### src/rtl/phase_accumulator.sv
// DDS phase accumulator: adds tuning word mult to the phase every enabled clock, modulo 2^ACC_W.
// Latency: one clock from mult/en sampled on a rising edge to phase_acc/wrap updating.
// No backpressure: free-running counter; en=0 holds phase_acc and forces wrap low.
module phase_accumulator #(
  parameter int ACC_W  = 4,
  parameter int MULT_W = 4
) (
  input  logic              clk,
  input  logic              reset,
  input  logic              en,
  input  logic [MULT_W-1:0] mult,
  output logic [ACC_W-1:0]  phase_acc,
  output logic              wrap
);

  // Tuning word zero-extended to one bit wider than the accumulator so the
  // carry out of the addition lands in the top bit of the sum.
  logic [ACC_W:0] mult_ext;
  logic [ACC_W:0] sum;

  // Widen mult and form the next phase with its carry.
  always_comb begin
    mult_ext = {{(ACC_W + 1 - MULT_W){1'b0}}, mult};
    sum      = {1'b0, phase_acc} + mult_ext;
  end

  // Phase register and period-complete pulse; carry out of the add is the wrap.
  always_ff @(posedge clk or negedge reset) begin
    if (!reset) begin
      phase_acc <= '0;
      wrap      <= 1'b0;
    end else if (en) begin
      phase_acc <= sum[ACC_W-1:0];
      wrap      <= sum[ACC_W];
    end else begin
      wrap      <= 1'b0;
    end
  end

endmodule

### config.mk
export PLATFORM = sky130hd
export DESIGN_NAME = phase_accumulator
export DESIGN_NICKNAME = d
export VERILOG_FILES = /design/src/rtl/phase_accumulator.sv
export SDC_FILE = /design/constraint.sdc
export NUM_CORES = 1
export LEC_CHECK = 0
export BUFFER_PORTS_ARGS = -buffer_cell sky130_fd_sc_hd__buf_2
export CAP_MARGIN = 20
export CORE_AREA = 2 2 39 41
export CTS_CLUSTER_DIAMETER = 100
export DETAILED_ROUTE_END_ITERATION = 16
export DIE_AREA = 0 0 41 43
export GPL_TIMING_DRIVEN = 0
export SYNTH_ARGS = -nofsm -noshare
export SYNTH_HDL_FRONTEND = slang
export SYNTH_SLANG_ARGS = --single-unit
export TNS_END_PERCENT = 20
### constraint.sdc
create_clock -name clk -period 1.5 [get_ports clk]
set_input_delay 0.075 -clock clk [delete_from_list [all_inputs] [get_ports clk]]
set_output_delay 0.075 -clock clk [all_outputs]
set_load 0.02 [all_outputs]
==> results.cfg <==
[cells_and_area]
antenna_cells = 0
fin_nets = 58
final.fill_count = 158
stdcell_area_um2 = 472
area_delta_synth_final_pct = 40.1
drive_above_1_share = 0.444
utilization = 0.341

[sta]
fmax_mhz = 712
hold_viol = 0
fin_tns_setup_ns = 0
slew_headroom = 0.853
worst_slack_ns = 0.0961
min_period_over_period = 0.936
skew_ns = 0.000243
setup_violations = 0
tightest_slew_ns = 0.219
hold_slack_ns = 0.0689
rsz0062_at_grt = true
min_period_ns = 1.40
drv_slew = 0

[place]
port_buffers = 10
dpl.hpwl_um = 472
dp_slack_ns = 0.0335
postPlaceCellArea_um2 = 420
gp_congestion = 0.689

[setup_path]
r2r_end = phase_acc[2]$_DFFE_PN0P_
crit_fanout = 3
worst-setup-path-type = flop to flop
reg2reg_from = phase_acc[0]$_DFFE_PN0P_
arrival_ns = 1.52
r2r_cells = 5
start_kind = flop
crit_start = phase_acc[0]$_DFFE_PN0P_
cp.required_ns = 1.62
cp-end-kind = flop
rrSetupSlack_ns = 0.1

[floorplanning]
design.portCount = 12
core-area_um2 = 1380
die_y_um = 43
die_x_um = 41
die_area_um2 = 1760
start_util = 0.243
num_rows = 14

[detailed_routing]
drt-initial-drc-count = 0
wirelength_um = 594
drc_errors = 0
post_drt_wl_per_cell_um = 9.74
vias_per_cell = 4.34
num_vias = 265
first_pass_iters = 1
ant_nets = 0

[clock_network]
cts_setup_buffers = 0
cts_tree = built
cts_sinks = 5
cts_buffers = 3
ctsLongestPathBuffers = 2
root_buffer = clkbuf_4
clkTransAtPathRegs_ns = 0.04
htreeDepth = 1
insertion_delay_ns = 0.23

[grt]
grt_use_total = 0.0919
gr-total-overflow = 0
grt_max_degree = 11
grt_pass1_wl_mm = 1.04
grt_antenna_before_repair = 0
grt_pass1_vias = 280

[synth]
postSynthAreaPerCell_um2 = 11.2
yosys-top-cells-area = dfrtp_1, ha_1, mux2_2, fa_1, o21a_1
yosys.area.top_type_share = 0.372
syn-instance-count = 30
synth-seq-cells = 5
yosys_warnings = 0
yosysTopAreaCell = dfrtp_1
yosysSeqAreaShare = 0.372
synth_cell_types = 17
synth_nets = 42
syn_area_um2 = 337

[power_and_ir_drop]
ir_drop_uv = 664
p_leak_uw = 0.000217
power.density_nw_per_um2 = 1890

[run]
cap_violations = 0

[hold_path]
min_path_cells = 2
holdPathEnd = phase_acc[1]$_DFFE_PN0P_
hold_class = input port to flop
worstHoldStart = en

[status]
outcome = complete, no violations
==> layout make-up <==
class / count / area [µm²] / area share
buffer: 1 / 11.3 / 0.0239
clock buffer: 4 / 26.3 / 0.0557
multi-input combinational: 21 / 216 / 0.459
inverter: 3 / 11.3 / 0.0239
tap: 16 / 20.0 / 0.0424
sequential: 5 / 126 / 0.268
timing repair buffer: 11 / 60.1 / 0.127
==> repair_timing <==
item | CTS | global route
endpoints found under the setup margin | 0 | 2
gates resized for setup | 0 | 2
hold buffers | 1 | 0
hold endpoints to repair | 5 | 0
==> per-stage QoR <==
step | instances | power (µW)
final | 61 | 892
after global routing | 61 | 999
after CTS | 61 | 886
after detailed placement | 56 | 727
after global placement | 56 | 721
after floorplan | 30 | 595
==> cell usage after synthesis <==
| cell type | count |
|---|---|
| nor2_1 | 2 |
| a311oi_1 | 1 |
| a21oi_1 | 2 |
| buf_6 | 1 |
| xnor2_1 | 1 |
| mux2_2 | 2 |
| nand3b_1 | 1 |
| fa_1 | 1 |
| ha_1 | 4 |
| o211ai_1 | 1 |
| nor2b_1 | 1 |
| nand4b_1 | 1 |
| and3b_1 | 1 |
| inv_1 | 3 |
| dfrtp_1 | 5 |
| o21a_1 | 2 |
| and2b_1 | 1 |
==> worst max-delay path, cell delays in order (launching register included) <==
cell,delay (ns)
dfrtp_2,0.38
ha_4,0.13
inv_1,0.04
fa_2,0.35
xnor2_1,0.13
mux2_2,0.26
==> layout by cell type (no fill, tap or decap), drive strengths merged, types with 2 or more instances in the layout <==
cell,instances
clkbuf,4
inv,3
dfrtp,5
buf,11
mux2,2
o21a,2
nor2,2
a21oi,2
ha,4
==> cells by family (layout without fill, tap and decap cells) <==
family | after synthesis | after routing | synth area share
flip-flops | 5 | 5 | 0.372
AND/OR/NAND/NOR | 7 | 7 | 0.138
buffers and inverters | 4 | 19 | 0.0669
adder cells (fa/ha/maj) | 5 | 5 | 0.208
AO/OA/AOI/OAI | 6 | 6 | 0.123
multiplexers | 2 | 2 | 0.0669
XOR/XNOR | 1 | 1 | 0.0260
==> layer usage <==
metal,up-vias,track usage,part of all wire
li1,136,-,-
met1,127,0.102,0.41
met2,2,0.131,0.56
met3,0,0.0157,0.025
met4,0,0.100,0
met5,-,0,0
==> sequential cells by signal (all words and copies together), names as in the netlist <==
| signal | flops |
|---|---|
| phase_acc | 4 |
| wrap | 1 |
==> report_power, final <==
group          internal, µW  switching (µW)  total, µW  leakage [µW]
Sequential              203            55.5        259     0.0000586
Clock                   100            48.1        148     0.0000150
Combinational           238             248        485      0.000143
Total                   541             351        892      0.000217
==> how the worst max path moves through the flow <==
stage | to | slack, ns | cells past startpoint
6_report | phase_acc[2]$_DFFE_PN0P_ | 0.1 | 5
5_1_grt | phase_acc[3]$_DFFE_PN0P_ | -0.0008 | 4
4_1_cts | phase_acc[2]$_DFFE_PN0P_ | 0.02 | 5
3_5_place_dp | phase_acc[2]$_DFFE_PN0P_ | 0.03 | 5
3_3_place_gp | phase_acc[2]$_DFFE_PN0P_ | 0.03 | 5
2_1_floorplan | phase_acc[2]$_DFFE_PN0P_ | 0.01 | 5
Power figures use the tool's default switching activity.
